[config.mk]
export PLATFORM = sky130hd
export DESIGN_NAME = flit_requester
export DESIGN_NICKNAME = d
export VERILOG_FILES = /design/src/rtl/flit_requester.sv
export SDC_FILE = /design/constraint.sdc
export NUM_CORES = 1
export LEC_CHECK = 0
export BUFFER_PORTS_ARGS = -buffer_cell sky130_fd_sc_hd__buf_2
export CELL_PAD_IN_SITES_DETAIL_PLACEMENT = 0
export CELL_PAD_IN_SITES_GLOBAL_PLACEMENT = 1
export CORE_MARGIN = 1
export CORE_UTILIZATION = 30
export CTS_CLUSTER_SIZE = 12
export DETAILED_ROUTE_END_ITERATION = 12
export PLACE_DENSITY = 0.53
export SYNTH_ARGS = -nofsm -noshare
export SYNTH_HDL_FRONTEND = slang
export SYNTH_SLANG_ARGS = --single-unit
export TNS_END_PERCENT = 1
[constraint.sdc]
create_clock -name clk -period 3.02 [get_ports clk]
set_input_delay 0.453 -clock clk [delete_from_list [all_inputs] [get_ports clk]]
set_output_delay 0.453 -clock clk [all_outputs]
set_load 0.01 [all_outputs]
[src/rtl/flit_requester.sv]
// flit_requester: buffers incoming flits and requests the switch arbiter one packet at a time.
// Define FLIT_REQUESTER_PKTCNT_EN to add the 16-bit pkt_count output (tails sent).
module flit_requester #(
  parameter int unsigned DATA_W = 32,
  parameter int unsigned DEPTH  = 4
) (
  input  logic              clk,
  input  logic              rst,
  input  logic              in_valid,
  output logic              in_ready,
  input  logic [DATA_W-1:0] in_flit,
  input  logic [2:0]        in_flit_id,
  input  logic              grant,
  output logic              req,
  output logic [2:0]        flit_id,
  output logic [11:0]       length,
  output logic              out_valid,
  output logic [DATA_W-1:0] out_flit
`ifdef FLIT_REQUESTER_PKTCNT_EN
  ,output logic [15:0]      pkt_count
`endif
);

  localparam int unsigned PTR_W  = $clog2(DEPTH);
  localparam int unsigned CNT_W  = PTR_W + 1;
  localparam logic [2:0]  ID_HDR  = 3'b001;
  localparam logic [2:0]  ID_TAIL = 3'b100;

  typedef struct packed {
    logic [2:0]        id;
    logic [DATA_W-1:0] data;
  } entry_t;

  typedef enum logic [1:0] {
    S_IDLE = 2'd0,
    S_REQ  = 2'd1,
    S_SEND = 2'd2
  } state_t;

  state_t           state_q, state_d;
  entry_t           mem_q [DEPTH];
  logic [PTR_W-1:0] wr_ptr_q, rd_ptr_q;
  logic [CNT_W-1:0] cnt_q;
  logic [11:0]      length_q, length_d;
  logic             hdr_sent_q, hdr_sent_d;
  logic             push, pop, empty, full;
  entry_t           head;

  assign empty    = (cnt_q == '0);
  assign full     = (cnt_q == CNT_W'(DEPTH));
  assign in_ready = !full;
  assign push     = in_valid && !full;
  assign head     = mem_q[rd_ptr_q];
  assign length   = length_q;

  // hdr_sent_q marks that the current packet's header already left, so a
  // second header at the head means the previous packet lost its tail.
  always_comb begin
    state_d    = state_q;
    length_d   = length_q;
    hdr_sent_d = hdr_sent_q;
    pop        = 1'b0;
    req        = 1'b0;
    out_valid  = 1'b0;
    flit_id    = 3'b000;
    out_flit   = '0;
    case (state_q)
      S_IDLE: begin
        if (!empty) begin
          if (head.id == ID_HDR) begin
            state_d  = S_REQ;
            length_d = head.data[11:0];
          end else begin
            pop = 1'b1;
          end
        end
      end
      S_REQ: begin
        req = 1'b1;
        if (grant) state_d = S_SEND;
      end
      S_SEND: begin
        req = 1'b1;
        if (!empty) out_flit = head.data;
        if (!empty && head.id == ID_HDR && hdr_sent_q) begin
          state_d    = S_REQ;
          length_d   = head.data[11:0];
          hdr_sent_d = 1'b0;
        end else if (!grant) begin
          state_d = S_REQ;
        end else if (!empty) begin
          out_valid = 1'b1;
          pop       = 1'b1;
          flit_id   = head.id;
          if (head.id == ID_HDR) hdr_sent_d = 1'b1;
          if (head.id == ID_TAIL) begin
            state_d    = S_IDLE;
            hdr_sent_d = 1'b0;
          end
        end
      end
      default: state_d = S_IDLE;
    endcase
  end

  always_ff @(posedge clk) begin
    if (rst) begin
      state_q    <= S_IDLE;
      wr_ptr_q   <= '0;
      rd_ptr_q   <= '0;
      cnt_q      <= '0;
      length_q   <= '0;
      hdr_sent_q <= 1'b0;
    end else begin
      state_q    <= state_d;
      length_q   <= length_d;
      hdr_sent_q <= hdr_sent_d;
      cnt_q      <= cnt_q + CNT_W'(push) - CNT_W'(pop);
      if (push) wr_ptr_q <= wr_ptr_q + PTR_W'(1);
      if (pop)  rd_ptr_q <= rd_ptr_q + PTR_W'(1);
    end
  end

  // Storage needs no reset; out_flit is masked while the FIFO is empty.
  always_ff @(posedge clk) begin
    if (push) mem_q[wr_ptr_q] <= entry_t'({in_flit_id, in_flit});
  end

`ifdef FLIT_REQUESTER_PKTCNT_EN
  logic        tail_pop;
  logic [15:0] pkt_count_q;

  assign tail_pop  = pop && (state_q == S_SEND) && (head.id == ID_TAIL);
  assign pkt_count = pkt_count_q;

  always_ff @(posedge clk) begin
    if (rst)           pkt_count_q <= '0;
    else if (tail_pop) pkt_count_q <= pkt_count_q + 16'd1;
  end
`endif

endmodule

# After elaboration in Yosys (flattened, before gate mapping)
# Memory sizes are Yosys's and may differ from the RTL's. A register that Yosys moved wholly into a read port is not among the register bits.
# Cells that the tools add are included.
[classes]
addsub = 4
multipliers = 0
div = 0
magnitude_cmp = 0
eq_ne = 12
shift = 0
muxes = 35
n_bitwise = 0
n_reduce_logical = 14
[ops]
columns = ["cell", "n"]
rows = [
  ["$mux 32", 2],
  ["$mux 12", 3],
  ["$pmux 12 s2", 1],
  ["$mux 2", 9],
  ["$mux 1", 14],
  ["$mux 3", 4],
  ["$ne 2x2->1 const B", 4],
  ["$ne 4x4->1 const B", 2],
  ["$reduce_and 4->1", 2],
  ["$eq 3x3->1 const B", 2],
  ["$pmux 2 s3", 1],
  ["$reduce_and 5->1", 1],
  ["$add 2x1->2 const B", 2],
  ["$reduce_bool 2->1", 2],
  ["$add 3x1->3", 1],
  ["$eq 3x1->1 const B", 1],
  ["$logic_and 1x1->1", 3],
  ["$logic_not 3->1", 1],
  ["$reduce_bool 3->1", 1],
  ["$sub 3x1->3", 1],
  ["$eq 2x1->1 const B", 1],
  ["$eq 2x2->1 const B", 1],
  ["$logic_not 1->1", 2],
  ["$logic_not 2->1", 1],
  ["3 further kinds", 3],
]
[word_totals]
register_bits = 22
latchBits = 0
mem_bits_rw = 140
mem_bits_ro = 0
out_inout_bits = 50
wordCells = 72
n_memories = 1
[memory_table]
columns = ["name", "depth", "word_bits", "rd", "rd_ports_with_merged_regs", "write_ports", "line_no", "source"]
rows = [
  ["mem_q", 4, 35, 1, 1, 1, "41", "entry_t mem_q [DEPTH];"],
]

# Depth between registers and ports, before layout
[logic_depth]
word_depth = 8
mapped_depth = 14

# Worst setup path after synthesis
# Ideal clock, no wire load.
[synth_timing]
path_kind = "register to register"
from = "register (tool-made name)"
to = "register cnt_q[2]"
t_arrival_ns = 2.788
required_ns = 2.892
setup_slack_ns = 0.104
path_stages_with_launch = 14
period_less_slack_ns = 2.916
cell_sequence = "dfxtp_1 -> buf_6 -> mux4_2 -> nand2b_1 -> o311ai_2 -> nand2_1 -> ha_1 -> inv_1 -> ha_1 -> inv_1 -> fa_1 -> xor2_1 -> xnor2_1 -> nor2_1"
[synth_lines]
columns = ["element", "line_no", "source"]
rows = [
  ["to (signal assigned)", "118", "cnt_q <= cnt_q + CNT_W'(push) - CNT_W'(pop);"],
  ["to (decl)", "43", "logic [CNT_W-1:0] cnt_q;"],
]

==> impl_metrics.py <==
metrics = {
    "clock_network": {
        "clock-sinks": 164,
        "clock_latency_ns": 0.43,
        "clk_pin_slew_ns": 0.07,
        "cts_tree": "done",
        "numCtsBuffers": 17,
        "clockRootBuffer": "clkbuf_16",
        "cts_max_path_buffers": 2,
        "hold_buffers": 0,
        "htreeDepth": 4,
    },
    "cells_and_area": {
        "multi_input_area_um2": 1693,
        "n_fill_cell": 1949,
        "final_cell_area_um2": 7963,
        "regArea_um2": 4687,
        "fin_nets": 505,
        "area_growth_pct": 22.57,
        "fin_util": 0.3764,
        "drive_gt1_frac": 0.3854,
    },
    "power_and_ir_drop": {
        "powerDensity_nw_per_um2": 869.2,
        "power_frac_seq": 0.413,
        "p_comb_frac": 0.256,
        "pwr-share-clk": 0.331,
        "switching_share": 0.2902,
        "p_leak_nw": 2.984,
        "p_sw_w": 0.002008,
        "peakVddDrop_uv": 444.4,
        "internal-power_w": 0.004913,
    },
    "floorplanning": {
        "num_io_pins": 89,
        "coreArea_um2": 21150,
        "die_w_um": 149.2,
        "die_area_um2": 22250,
        "num_rows": 53,
        "start_util": 0.3071,
        "dieHeight_um": 149.2,
    },
    "placed_design": {
        "gp_congestion": 0.7659,
        "placed_area_um2": 7307,
        "place_hpwl_um": 8494,
        "portBuffers": 88,
    },
    "sta": {
        "setup_violations": 0,
        "slew_violations": 0,
        "slew-limit-headroom": 0.6174,
        "hold_viol": 0,
        "fmax_mhz": 346.8,
        "min_period_ns": 2.883,
        "fin_skew_ns": 0.01506,
        "tightestPinTransition_ns": 0.5739,
        "timing.final.crit_share": 0.9548,
    },
    "hold_path": {
        "min_path_type": "in2reg",
        "worstHoldStart": "in_flit[24]",
    },
    "routing": {
        "drc": 0,
        "wl_um": 13920,
        "ant_nets": 0,
        "drt_iter0_drc": 141,
        "vias": 3456,
        "vias_per_cell": 4.645,
        "firstDrtPassIters": 7,
        "routedWlPerCell_um": 18.71,
    },
    "grt": {
        "grt_max_degree": 37,
        "antenna_found_initial": 3,
        "grt_first_pass_wirelength_um": 21250,
        "grt_use_total": 0.1337,
        "overflow": 0,
        "grt_pass1_vias": 3604,
    },
    "synthesis": {
        "yosysMostFrequentCell": "edfxtp_1",
        "yosysTopAreaCell": "edfxtp_1",
        "async_reset_ff_frac": 0,
        "synthTopCellsByCount": "edfxtp_1 (140), and3_1 (39), mux4_2 (35), dfxtp_1 (24), nor2_1 (19)",
        "yosys.area.top_type_share": 0.6471,
        "yosys-top-cells-area": "edfxtp_1 (65%), mux4_2 (12%), dfxtp_1 (7.4%)",
        "synthesis.area_um2": 6496,
        "syn_nets": 403,
        "yosys_warnings": 0,
        "synth_ff_type": "edfxtp_1",
        "yosys_register_bits": 164,
        "ys_seq_area_frac": 0.7211,
        "syn_inst": 352,
        "synth_edf_count": 140,
        "syn-mean-instance-area_um2": 18.46,
        "synth_cell_types": 33,
    },
    "job": {
        "drv_cap": 0,
    },
    "setup_path": {
        "crit_fanout": 6,
        "required_ns": 3.30,
        "worst-endpoint-arrival_ns": 3.17,
        "cp-start-kind": "flop",
        "path_class": "reg2reg",
        "crit_path_end_kind": "flop",
    },
    "status": {
        "outcome": "finished clean",
    },
}
==> per-stage QoR <==
| step | TNS (ns) | worst slack, ns | instances | total power [W] | hold WS [ns] |
|---|---|---|---|---|---|
| floorplan | 0 | 0.1045 | 352 | 0.004135 | 0.4692 |
| global placement | 0 | 0.1132 | 709 | 0.004710 | 0.4678 |
| detailed placement | 0 | 0.05372 | 709 | 0.004721 | 0.4819 |
| CTS | 0 | 0.04568 | 741 | 0.007031 | 0.2156 |
| global route | -0.02131 | -0.02131 | 742 | 0.007269 | 0.2256 |
| finish | 0 | 0.1366 | 744 | 0.006921 | 0.2322 |
==> metal layers <==
layer,wire length (um),global-route usage
met5,0,0
met4,157,0.04592
met3,878,0.04924
met2,6483,0.2049
met1,6400,0.1740
==> registers in the layout, indices dropped and copies added, names as in the netlist, named ones only <==
name        count
length         12
mem_q         140
rd_ptr_q        2
cnt_q           3
wr_ptr_q        2
hdr_sent_q      1
state_q         2
==> final cells by class <==
class                           count  share of cell area
Antenna cell                        2           0.0006285
Multi-Input combinational cell    158              0.2126
Inverter                           10            0.004714
Clock inverter                     15             0.02577
Sequential cell                   164              0.5886
Clock buffer                       17             0.05343
Tap cell                          275             0.04321
Timing Repair Buffer              103             0.07102
==> cells by family (layout without fill, tap and decap cells) <==
group                    Yosys count  in the layout  synth area share
flip-flops                       164            164            0.7211
AND/OR/NAND/NOR                   79             79           0.06779
AO/OA/AOI/OAI                     14             14           0.01714
adder cells (fa/ha/maj)           12             12           0.02427
multiplexers                      50             50            0.1446
buffers and inverters             30            145           0.02099
other                              0              2                 0
XOR/XNOR                           3              3          0.004045
==> timing repair <==
| action | CTS | global route |
|---|---|---|
| gates resized for setup | 0 | 2 |
| setup buffers | 0 | 1 |
| setup endpoints to repair | 0 | 1 |
==> path summary, 6_finish.rpt <==
| check | slack (ns) | to | depth (start not counted) |
|---|---|---|---|
| worst max-delay path | 0.14 | cnt_q[2] | 12 |
| worst min-delay path | 0.23 | mem_q[0][24] | 1 |
| worst max register to register | 0.14 | cnt_q[2] | 12 |
| worst min register to register | 0.49 | length[3] | 2 |
==> cell usage in the layout, fill, tap and decap left out, drive strengths merged, types with 4 or more instances in the layout <==
master and count:
buf 103, nor2 20, edfxtp 140, nand2b 4, ha 11, inv 21, dfxtp 24, clkbuf 17
nand2 6, mux2i 14, mux4 35, and3 39
==> worst max-delay path, cell delays in order, from the launching register on <==
cell and delay (ns):
dfxtp_2 0.36, buf_4 0.18, mux4_2 0.57, o311ai_4 0.32, nand2_1 0.10, ha_1 0.28, inv_1 0.05, ha_1 0.12
inv_1 0.05, fa_1 0.37, xor2_1 0.16, xnor2_1 0.13, nor2_1 0.05
==> power by group through the flow <==
stage | logic (W) | registers, W | clock network (W)
floorplan | 0.00124 | 0.00289 | 0
global placement | 0.00181 | 0.00290 | 0
detailed placement | 0.00181 | 0.00291 | 0
CTS | 0.00181 | 0.00286 | 0.00235
global route | 0.00195 | 0.00288 | 0.00243
finish | 0.00177 | 0.00286 | 0.00229
No activity file was read; power rests on OpenSTA's default activity.
